## config.mk

```make
export PLATFORM = sky130hd
export DESIGN_NAME = max7219_receiver
export DESIGN_NICKNAME = d
export VERILOG_FILES = /design/src/rtl/max7219_pkg.sv /design/src/rtl/max7219_receiver_spi_sync_edge.sv /design/src/rtl/max7219_receiver.sv
export SDC_FILE = /design/constraint.sdc
export NUM_CORES = 1
export LEC_CHECK = 0
export ABC_CLOCK_PERIOD_IN_PS = 5630
export BUFFER_PORTS_ARGS = -buffer_cell sky130_fd_sc_hd__buf_2
export CAP_MARGIN = 20
export CORE_ASPECT_RATIO = 1.2
export CORE_UTILIZATION = 30
export DETAILED_ROUTE_END_ITERATION = 10
export PLACE_DENSITY = 0.42
export SLEW_MARGIN = 40
export SYNTH_ARGS = -nofsm -noshare
export SYNTH_HDL_FRONTEND = slang
export SYNTH_HIERARCHICAL = 1
export SYNTH_SLANG_ARGS = --single-unit
```

## constraint.sdc

```tcl
create_clock -name clk -period 5.63 [get_ports clk]
set_input_delay 0.8445 -clock clk [delete_from_list [all_inputs] [get_ports clk]]
set_output_delay 0.8445 -clock clk [all_outputs]
set_load 0.03 [all_outputs]
```

## src/rtl/max7219_pkg.sv

```systemverilog
// max7219_pkg
//   Shared definitions for the MAX7219 receiver model: register address map,
//   power-on register values, frame geometry and the receiver state encoding.
package max7219_pkg;

  localparam int FRAME_BITS = 16;
  localparam int NUM_ROWS   = 8;

  // Register address map (frame bits [11:8])
  localparam logic [3:0] ADDR_NOOP      = 4'h0;
  localparam logic [3:0] ADDR_DIGIT0    = 4'h1;
  localparam logic [3:0] ADDR_DIGIT7    = 4'h8;
  localparam logic [3:0] ADDR_DECODE    = 4'h9;
  localparam logic [3:0] ADDR_INTENSITY = 4'hA;
  localparam logic [3:0] ADDR_SCANLIMIT = 4'hB;
  localparam logic [3:0] ADDR_SHUTDOWN  = 4'hC;
  localparam logic [3:0] ADDR_TEST      = 4'hF;

  // Power-on register contents
  localparam logic [7:0] RST_ROW       = 8'h00;
  localparam logic [7:0] RST_DECODE    = 8'h00;
  localparam logic [3:0] RST_INTENSITY = 4'h0;
  localparam logic [2:0] RST_SCANLIMIT = 3'h0;
  localparam logic       RST_SHUTDOWN  = 1'b1;
  localparam logic       RST_TEST      = 1'b0;

  typedef enum logic [1:0] {
    ST_IDLE     = 2'd0,  // waiting for CS to fall
    ST_SHIFT    = 2'd1,  // CS low, collecting bits
    ST_DISARMED = 2'd2   // CS was low when reset released; wait for CS high
  } rx_state_t;

endpackage

```

## src/rtl/max7219_receiver_spi_sync_edge.sv

```systemverilog
// spi_sync_edge
//   Multi-flop synchronizer for one asynchronous pin followed by a one-flop
//   edge detector.
// Ports:
//   clk, rst  : system clock, asynchronous active-high reset
//   async_in  : raw pin
//   level     : synchronized pin level
//   rise/fall : single-cycle pulses on synchronized level transitions
module spi_sync_edge #(
  parameter int SYNC_STAGES = 2
) (
  input  logic clk,
  input  logic rst,
  input  logic async_in,
  output logic level,
  output logic rise,
  output logic fall
);

  logic [SYNC_STAGES-1:0] sync_reg;
  logic                   prev_reg;

  always_ff @(posedge clk or posedge rst) begin
    if (rst) begin
      sync_reg <= '0;
      prev_reg <= 1'b0;
    end else begin
      sync_reg <= {sync_reg[SYNC_STAGES-2:0], async_in};
      prev_reg <= sync_reg[SYNC_STAGES-1];
    end
  end

  assign level = sync_reg[SYNC_STAGES-1];
  assign rise  = level & ~prev_reg;
  assign fall  = ~level & prev_reg;

endmodule

```

## src/rtl/max7219_receiver.sv

```systemverilog
// max7219_receiver
//   Clocked model of the MAX7219 serial input. Samples CS/SCLK/DIN in the clk
//   domain, assembles 16-bit frames and decodes them into the register set.
// Ports:
//   clk, rst                 : system clock, asynchronous active-high reset
//   cs_in, sclk_in, din_in   : asynchronous SPI pins (CS active-low)
//   row_sel / row_data       : combinational read of the 8 digit rows
//   decode_mode, intensity,
//   scan_limit, shutdown,
//   display_test             : decoded control registers
//   frame_valid/frame_error  : one-cycle pulses for accepted / short frames
//   frame_addr/frame_data    : contents of the last accepted frame
//   dout_out                 : daisy-chain output (shift bit 15 on SCLK fall)
module max7219_receiver
  import max7219_pkg::*;
#(
  parameter int SYNC_STAGES = 2
) (
  input  logic       clk,
  input  logic       rst,
  input  logic       cs_in,
  input  logic       sclk_in,
  input  logic       din_in,
  input  logic [2:0] row_sel,
  output logic [7:0] row_data,
  output logic [7:0] decode_mode,
  output logic [3:0] intensity,
  output logic [2:0] scan_limit,
  output logic       shutdown,
  output logic       display_test,
  output logic       frame_valid,
  output logic [3:0] frame_addr,
  output logic [7:0] frame_data,
  output logic       frame_error,
  output logic       dout_out
);

  localparam int PIN_CS   = 0;
  localparam int PIN_SCLK = 1;
  localparam int PIN_DIN  = 2;

  logic [2:0] pin_bus;
  logic [2:0] pin_level;
  logic [2:0] pin_rise;
  logic [2:0] pin_fall;

  assign pin_bus = {din_in, sclk_in, cs_in};

  genvar gi;
  generate
    for (gi = 0; gi < 3; gi++) begin : g_sync
      spi_sync_edge #(
        .SYNC_STAGES(SYNC_STAGES)
      ) u_sync (
        .clk      (clk),
        .rst      (rst),
        .async_in (pin_bus[gi]),
        .level    (pin_level[gi]),
        .rise     (pin_rise[gi]),
        .fall     (pin_fall[gi])
      );
    end
  endgenerate

  logic cs_level, cs_rise, cs_fall, sclk_rise, sclk_fall, din_level;
  assign cs_level  = pin_level[PIN_CS];
  assign cs_rise   = pin_rise[PIN_CS];
  assign cs_fall   = pin_fall[PIN_CS];
  assign sclk_rise = pin_rise[PIN_SCLK];
  assign sclk_fall = pin_fall[PIN_SCLK];
  assign din_level = pin_level[PIN_DIN];

  // Synchronizer outputs this block has no use for.
  logic unused_edges;
  assign unused_edges = ^{pin_level[PIN_SCLK], pin_rise[PIN_DIN], pin_fall[PIN_DIN]};

  rx_state_t   state_reg, state_next;
  logic [15:0] shift_reg;
  logic [4:0]  bit_cnt_reg;
  logic [7:0]  rows_reg [NUM_ROWS];

  logic do_shift, do_dout, clr_cnt, do_frame, do_error;

  // Next-state and control decode
  always_comb begin
    state_next = state_reg;
    do_shift   = 1'b0;
    do_dout    = 1'b0;
    clr_cnt    = 1'b0;
    do_frame   = 1'b0;
    do_error   = 1'b0;
    case (state_reg)
      ST_IDLE: begin
        if (cs_fall) begin
          state_next = ST_SHIFT;
          clr_cnt    = 1'b1;
        end
      end
      ST_SHIFT: begin
        if (cs_rise) begin
          // CS rising takes priority; any SCLK edge in the same cycle is dropped.
          state_next = ST_IDLE;
          if (bit_cnt_reg >= 5'(FRAME_BITS)) begin
            do_frame = 1'b1;
          end else begin
            do_error = 1'b1;
          end
        end else begin
          do_shift = sclk_rise;
          do_dout  = sclk_fall;
        end
      end
      ST_DISARMED: begin
        // Level-sensitive so the CS rise hidden by the synchronizer reset
        // still re-arms the receiver without flagging an error.
        if (cs_level) begin
          state_next = ST_IDLE;
        end
      end
      default: state_next = ST_DISARMED;
    endcase
  end

  // The synchronizers reset to 0, so synchronized CS always reads low at
  // reset release; starting in DISARMED is therefore the correct entry state.
  always_ff @(posedge clk or posedge rst) begin
    if (rst) begin
      state_reg    <= ST_DISARMED;
      shift_reg    <= '0;
      bit_cnt_reg  <= '0;
      dout_out     <= 1'b0;
      frame_valid  <= 1'b0;
      frame_error  <= 1'b0;
      frame_addr   <= '0;
      frame_data   <= '0;
      decode_mode  <= RST_DECODE;
      intensity    <= RST_INTENSITY;
      scan_limit   <= RST_SCANLIMIT;
      shutdown     <= RST_SHUTDOWN;
      display_test <= RST_TEST;
      for (int i = 0; i < NUM_ROWS; i++) begin
        rows_reg[i] <= RST_ROW;
      end
    end else begin
      state_reg   <= state_next;
      frame_valid <= do_frame;
      frame_error <= do_error;

      if (clr_cnt) begin
        bit_cnt_reg <= '0;
      end else if (do_shift && bit_cnt_reg != 5'(FRAME_BITS)) begin
        bit_cnt_reg <= bit_cnt_reg + 5'd1;
      end

      if (do_shift) begin
        shift_reg <= {shift_reg[14:0], din_level};
      end

      if (do_dout) begin
        dout_out <= shift_reg[15];
      end

      if (do_frame) begin
        frame_addr <= shift_reg[11:8];
        frame_data <= shift_reg[7:0];
        case (shift_reg[11:8])
          ADDR_DECODE:    decode_mode  <= shift_reg[7:0];
          ADDR_INTENSITY: intensity    <= shift_reg[3:0];
          ADDR_SCANLIMIT: scan_limit   <= shift_reg[2:0];
          ADDR_SHUTDOWN:  shutdown     <= ~shift_reg[0];
          ADDR_TEST:      display_test <= shift_reg[0];
          default: ;  // no-op, digits (below) and 0xD/0xE
        endcase
        for (int i = 0; i < NUM_ROWS; i++) begin
          if (shift_reg[11:8] == 4'(ADDR_DIGIT0 + i)) begin
            rows_reg[i] <= shift_reg[7:0];
          end
        end
      end
    end
  end

  assign row_data = rows_reg[row_sel];

endmodule
```

==> results.cfg, run 1 <==
[status]
status = finished with violations
violations = DRC

[power_and_ir_drop]
ir_worst_vdd_mv = 0.211
power.density_nw_per_um2 = 349
leakagePower_nw = 3.27

[final_layout]
antennaDiodeCount = 0
fill_cells = 1692
largest_reg_flops = 64
area_delta_synth_final_pct = 18.5
postLayoutCellArea_um2 = 6500
drive_gt1_share_pct = 50.2
nets = 423

[worst_hold_path]
hp-class = in2async

[clocking]
root_buffer = clkbuf_16
clkTransAtPathRegs_ns = 0.05
ctsHoldBuffers = 0
cts_made_buffers = 17
cts_max_level = 4
cts.sinks = 127
cts.path.max_buffers = 2
post_cts_buffers = 0
cts_tree = done
ctsResizeCount = 0
insertion_delay_ns = 0.42

[floorplanning]
rows = 53
die_w_um = 125
dieArea_um2 = 18800
die_h_um = 150
io-pin-count = 48
coreArea_um2 = 17700
start_util_pct = 31.0

[sta]
finClkSkew_ns = 0.00705
hold_viol = 0
worst_pin_slew_ns = 0.772
finalCriticalPeriod_ns = 3.19
rsz0062_at_grt = no
setup_slack_ns = 2.44
period_share_pct = 56.7
tns_ns = 0
slew_headroom_pct = 48.3
setup_violations = 0
max_freq_mhz = 313
holdWs_ns = 0.347
slew_viol_final = 0

[routing]
ant_nets = 0
first_pass_iters = 9
routedWlPerCell_um = 18.2
viasPerCell = 4.74
vias = 3062
drt_first_iter_violations = 155
wirelength_mm = 11.7
drc = 2

[grt]
grt_max_degree = 81
grt_pass1_vias = 3271
antenna_found_initial = 0
overflow = 0
grt_pass1_wl_mm = 19.5
grt_use_total_pct = 14.1

[worst_setup_path]
rr_worst_depth = 5
timing.rr.end = rows_reg[6]$_DFFE_PP0P_
crit_path_max_fanout = 16
reg2reg_from = g_sync[0].u_sync/sync_reg[1]$_DFF_PP0_
worstPathRequired_ns = 4.79
critical_path_class = in2out
cp.arrival_ns = 2.35
critPathLaunchType = input port
endpoint = row_data[1]
r2r_slack_ns = 2.58
startpoint = row_sel[0]
crit_path_end_kind = output pin

[logic_synthesis]
syn_nets = 377
postSynthAreaPerCell_um2 = 14.9
syn_area_um2 = 5480
syn-instance-count = 367
synth_warnings = 6

[placed_design]
place_area_um2 = 5900
dp_hpwl_mm = 7.33
dp_slack_ns = 2.38
io_buffers = 47
gp_congestion = 0.635

[flow_run]
maxCapViolCount = 0
worst min-delay path by stage:
stage                                                start                                endpoint  slack, ns
CTS                                                    rst  g_sync[2].u_sync/sync_reg[0]$_DFF_PP0_       0.32
detailed placement  g_sync[1].u_sync/sync_reg[0]$_DFF_PP0_  g_sync[1].u_sync/sync_reg[1]$_DFF_PP0_       0.34
floorplan           g_sync[0].u_sync/sync_reg[0]$_DFF_PP0_  g_sync[0].u_sync/sync_reg[1]$_DFF_PP0_       0.33
global route                                           rst  g_sync[2].u_sync/sync_reg[1]$_DFF_PP0_       0.34
finish                                                 rst  g_sync[2].u_sync/sync_reg[1]$_DFF_PP0_       0.35
global placement    g_sync[1].u_sync/sync_reg[0]$_DFF_PP0_  g_sync[1].u_sync/sync_reg[1]$_DFF_PP0_       0.34
stage by stage:
stage	instances	utilization [%]	power, mW
finish	646	36.7	2.27
global route	646	36.7	2.38
CTS	644	36.6	2.31
detailed placement	612	33.3	1.21
global placement	612	33.3	1.21
floorplan	367	-	1.14
layer usage:
metal / wire [µm] / GRT usage [%] / part of all wire (%) / vias up
met5: 0 / 0 / 0 / -
met4: 192 / 6.22 / 1.6 / 0
met3: 389 / 3.94 / 3.3 / 13
met2: 5750 / 21.9 / 49 / 41
met1: 5420 / 18.3 / 46 / 1607
li1: - / - / - / 1401
layout by cell type (no fill, tap or decap), types with 2 or more instances in the layout:
cell type  count
mux2_4         8
mux4_2        16
mux2_2        96
nor2_1         2
clkbuf_1       4
xor2_1         2
nor4b_1        2
nor4b_4        2
a31o_2         2
bufinv_16      2
o21ai_0        3
inv_1          9
ha_1           2
buf_4          3
nand2b_1       2
or4_1          2
nor2b_1        2
nor4_2         2
dfstp_2        2
buf_2         47
nand3_1        2
nor4_4         2
nand4_1        2
and2b_2        2
clkinv_2       5
mux2i_1        3
dfrtp_1      125
clkbuf_16     17
nand2_1       41
clkbuf_8       4
final cells by class:
cell class                      count  area, µm²  area share [%]
Sequential cell                   127       3180            48.9
Multi-Input combinational cell    207       2160            33.2
Clock buffer                       25        495            7.62
Tap cell                          220        275            4.24
Timing Repair Buffer               50        258            3.97
Clock inverter                      7       85.1            1.31
Inverter                           10       45.0           0.693
report_power, final:
group          internal (mW)  leakage [nW]  total [mW]  switching (mW)
Combinational         0.0554          1.25       0.110          0.0547
Clock                  0.695         0.291        1.08           0.385
Sequential             0.953          1.73        1.08           0.123
Total                   1.70          3.27        2.27           0.563
worst max-delay path: stages:
cell,delay [ns]
buf_2,0.47
mux4_2,0.58
mux2_2,0.27
buf_2,0.18
Note: power is estimated with default switching activity, not from simulation.
==> inputs of run 2 (changes only) <==
--- a/config.mk
+++ b/config.mk
@@ -5,7 +5,7 @@
 export SDC_FILE = /design/constraint.sdc
 export NUM_CORES = 1
 export LEC_CHECK = 0
-export ABC_CLOCK_PERIOD_IN_PS = 5630
+export ABC_CLOCK_PERIOD_IN_PS = 3100
 export BUFFER_PORTS_ARGS = -buffer_cell sky130_fd_sc_hd__buf_2
 export CAP_MARGIN = 20
 export CORE_ASPECT_RATIO = 1.2
==> constraint.sdc (replaced) <==
create_clock -name clk -period 3.1 [get_ports clk]
set_input_delay 0.465 -clock clk [delete_from_list [all_inputs] [get_ports clk]]
set_output_delay 0.465 -clock clk [all_outputs]
set_load 0.03 [all_outputs]
==> run 2 against run 1 <==
- register-to-register slack got worse by 2.0 ns
- first-iteration DRC count fell by 19%
- die area did not move
- the run now ends clean
- critical path type is now reg2reg
- non-clock buffer count increased by 8
- worst setup slack lost 1.9 ns
- sequential share of layout area fell by 0.42 points
- worst hold slack got worse by 0.19 ns
- critical endpoint is now rows_reg[55]$_DFFE_PP0P_
- global-route usage shrank 0.16 points
- final cell count is 1.1% higher
- sequential cell count stayed put
- core utilization is 0.32 points higher
- combinational power rose by 87%
==> results.cfg, run 2 (same netlist as run 1, synthesis figures left out) <==
[sta]
max_freq_mhz = 395
finalCriticalPeriod_ns = 2.53
setup_violations = 0
rsz0062_at_grt = no
tns_ns = 0
slew_headroom_pct = 53.4
worst_pin_slew_ns = 0.699
hold_viol = 0
finClkSkew_ns = 0.00412
period_share_pct = 81.8
slew_viol_final = 0

[routing]
first_pass_iters = 6
drt_first_iter_violations = 125
routedWlPerCell_um = 18.0
wirelength_mm = 11.7
vias = 3105
drc = 0
ant_nets = 0
viasPerCell = 4.75

[floorplanning]
rows = 53
die_w_um = 125
io-pin-count = 48
coreArea_um2 = 17700
die_h_um = 150
start_util_pct = 31.0
dieArea_um2 = 18800

[power_and_ir_drop]
seqPwrFrac_pct = 48.6
ir_worst_vdd_mv = 0.302
internal_power_mw = 3.01
p_clk_share_pct = 46.2
p_sw_share_pct = 25.0
power.density_nw_per_um2 = 613
leakagePower_nw = 3.29
p_sw_mw = 1.01
pwr-share-comb_pct = 5.1

[placed_design]
gp_congestion = 0.724
dp_hpwl_mm = 7.71
post-place-cells = 621
io_buffers = 47

[worst_setup_path]
critPathLaunchType = flop
cp.arrival_ns = 2.83
crit_path_max_fanout = 15
cp_slowest_stage_delay_ns = 0.73
startpoint = g_sync[0].u_sync/sync_reg[1]$_DFF_PP0_
worst-path-buf-inv = 1
crit_chain = nor2b_1, nand4b_4, buf_4, or4_1, mux2_2
critical_path_class = reg2reg
path_delay_family = simple AND/OR/NAND/NOR gates
crit_slowest_cell = or4_1
worstPathRequired_ns = 3.39
reg2reg_from = g_sync[0].u_sync/sync_reg[1]$_DFF_PP0_
crit_path_end_kind = flop

[final_layout]
area_delta_synth_final_pct = 19.5
drive_gt1_share_pct = 50.8
mostFrequentLayoutCells = dfrtp_1 (125), mux2_2 (96), buf_2 (47)
fill_cells = 1705
antennaDiodeCount = 0
nets = 431
largest_reg_flops = 64
layoutNonFillerInstCount = 653
final_common_cell = dfrtp_1

[flow_run]
maxCapViolCount = 0

[worst_hold_path]
hp-class = in2reg
min_from = sclk_in

[grt]
grt_pass1_vias = 3332
overflow = 0
grt_max_degree = 65
grt_use_total_pct = 13.9
antenna_found_initial = 0
grt_pass1_wl_mm = 19.4

[clocking]
clkTransAtPathRegs_ns = 0.05
cts.path.max_buffers = 2
cts_max_level = 4
insertion_delay_ns = 0.41
cts.sinks = 127
cts_tree = done
ctsResizeCount = 0
cts_made_buffers = 17
root_buffer = clkbuf_16

[status]
status = complete, no violations
[run 2: routing by layer]
| layer | wire, µm | global-route usage, % | share of wire, % | vias to the layer above |
|---|---|---|---|---|
| met5 | 0 | 0 | 0 | - |
| met4 | 144 | 4.57 | 1.2 | 0 |
| met3 | 368 | 4.09 | 3.1 | 14 |
| met2 | 5820 | 22.8 | 50 | 50 |
| met1 | 5410 | 17.6 | 46 | 1632 |
| li1 | - | - | - | 1409 |
[run 2: power groups by stage]
stage                     clock network [mW]  registers (mW)  logic (mW)
after floorplan                            0            1.82       0.253
after global placement                     0            1.99       0.208
after detailed placement                   0            1.99       0.212
after CTS                               1.92            1.96       0.214
after global routing                    2.01            1.99       0.235
final                                   1.86            1.96       0.206
[run 2: cell type report]
class,count,area (µm²),area share [%]
Clock inverter,6,57.6,0.878
Timing Repair Buffer,58,345,5.27
Tap cell,220,275,4.20
Sequential cell,127,3180,48.5
Multi-Input combinational cell,207,2160,32.9
Clock buffer,25,495,7.56
Inverter,10,41.3,0.630
[run 2: repair_timing]
| item | in CTS | in global routing |
|---|---|---|
| hold endpoints to repair | 8 | 0 |
| hold buffers | 1 | 0 |
| setup buffers | 0 | 0 |
| endpoints found under the setup margin | 0 | 0 |
[run 2: path summary, 6_finish.rpt]
path	to	slack, ns	cells after the start
hold / removal	g_sync[1].u_sync/sync_reg[0]$_DFF_PP0_	0.16	1
max in group asynchronous	shutdown$_DFFE_PP1P_	1.59	4
setup / recovery	rows_reg[55]$_DFFE_PP0P_	0.57	5
hold reg to reg	g_sync[2].u_sync/sync_reg[1]$_DFF_PP0_	0.35	0
min in group asynchronous	g_sync[2].u_sync/sync_reg[0]$_DFF_PP0_	0.49	3
setup reg to reg	rows_reg[55]$_DFFE_PP0P_	0.57	5
[run 2: worst reg2reg max path, cell delays in order, from the launching register on]
cell and delay [ns]:
dfrtp_1 0.37, nor2b_1 0.40, nand4b_4 0.26, buf_4 0.28, or4_1 0.74, mux2_2 0.37
[run 2: per-stage QoR]
stage               setup WS, ns  util [%]  cell area, µm²  hold WS [ns]  power [mW]
global route               0.403      37.0            6560         0.130        4.23
global placement           0.626      33.8            5990         0.334        2.20
floorplan                  0.778         -            5490         0.206        2.07
finish                     0.565      37.0            6560         0.159        4.02
CTS                        0.524      37.0            6560         0.138        4.09
detailed placement         0.549      33.8            5990         0.335        2.20
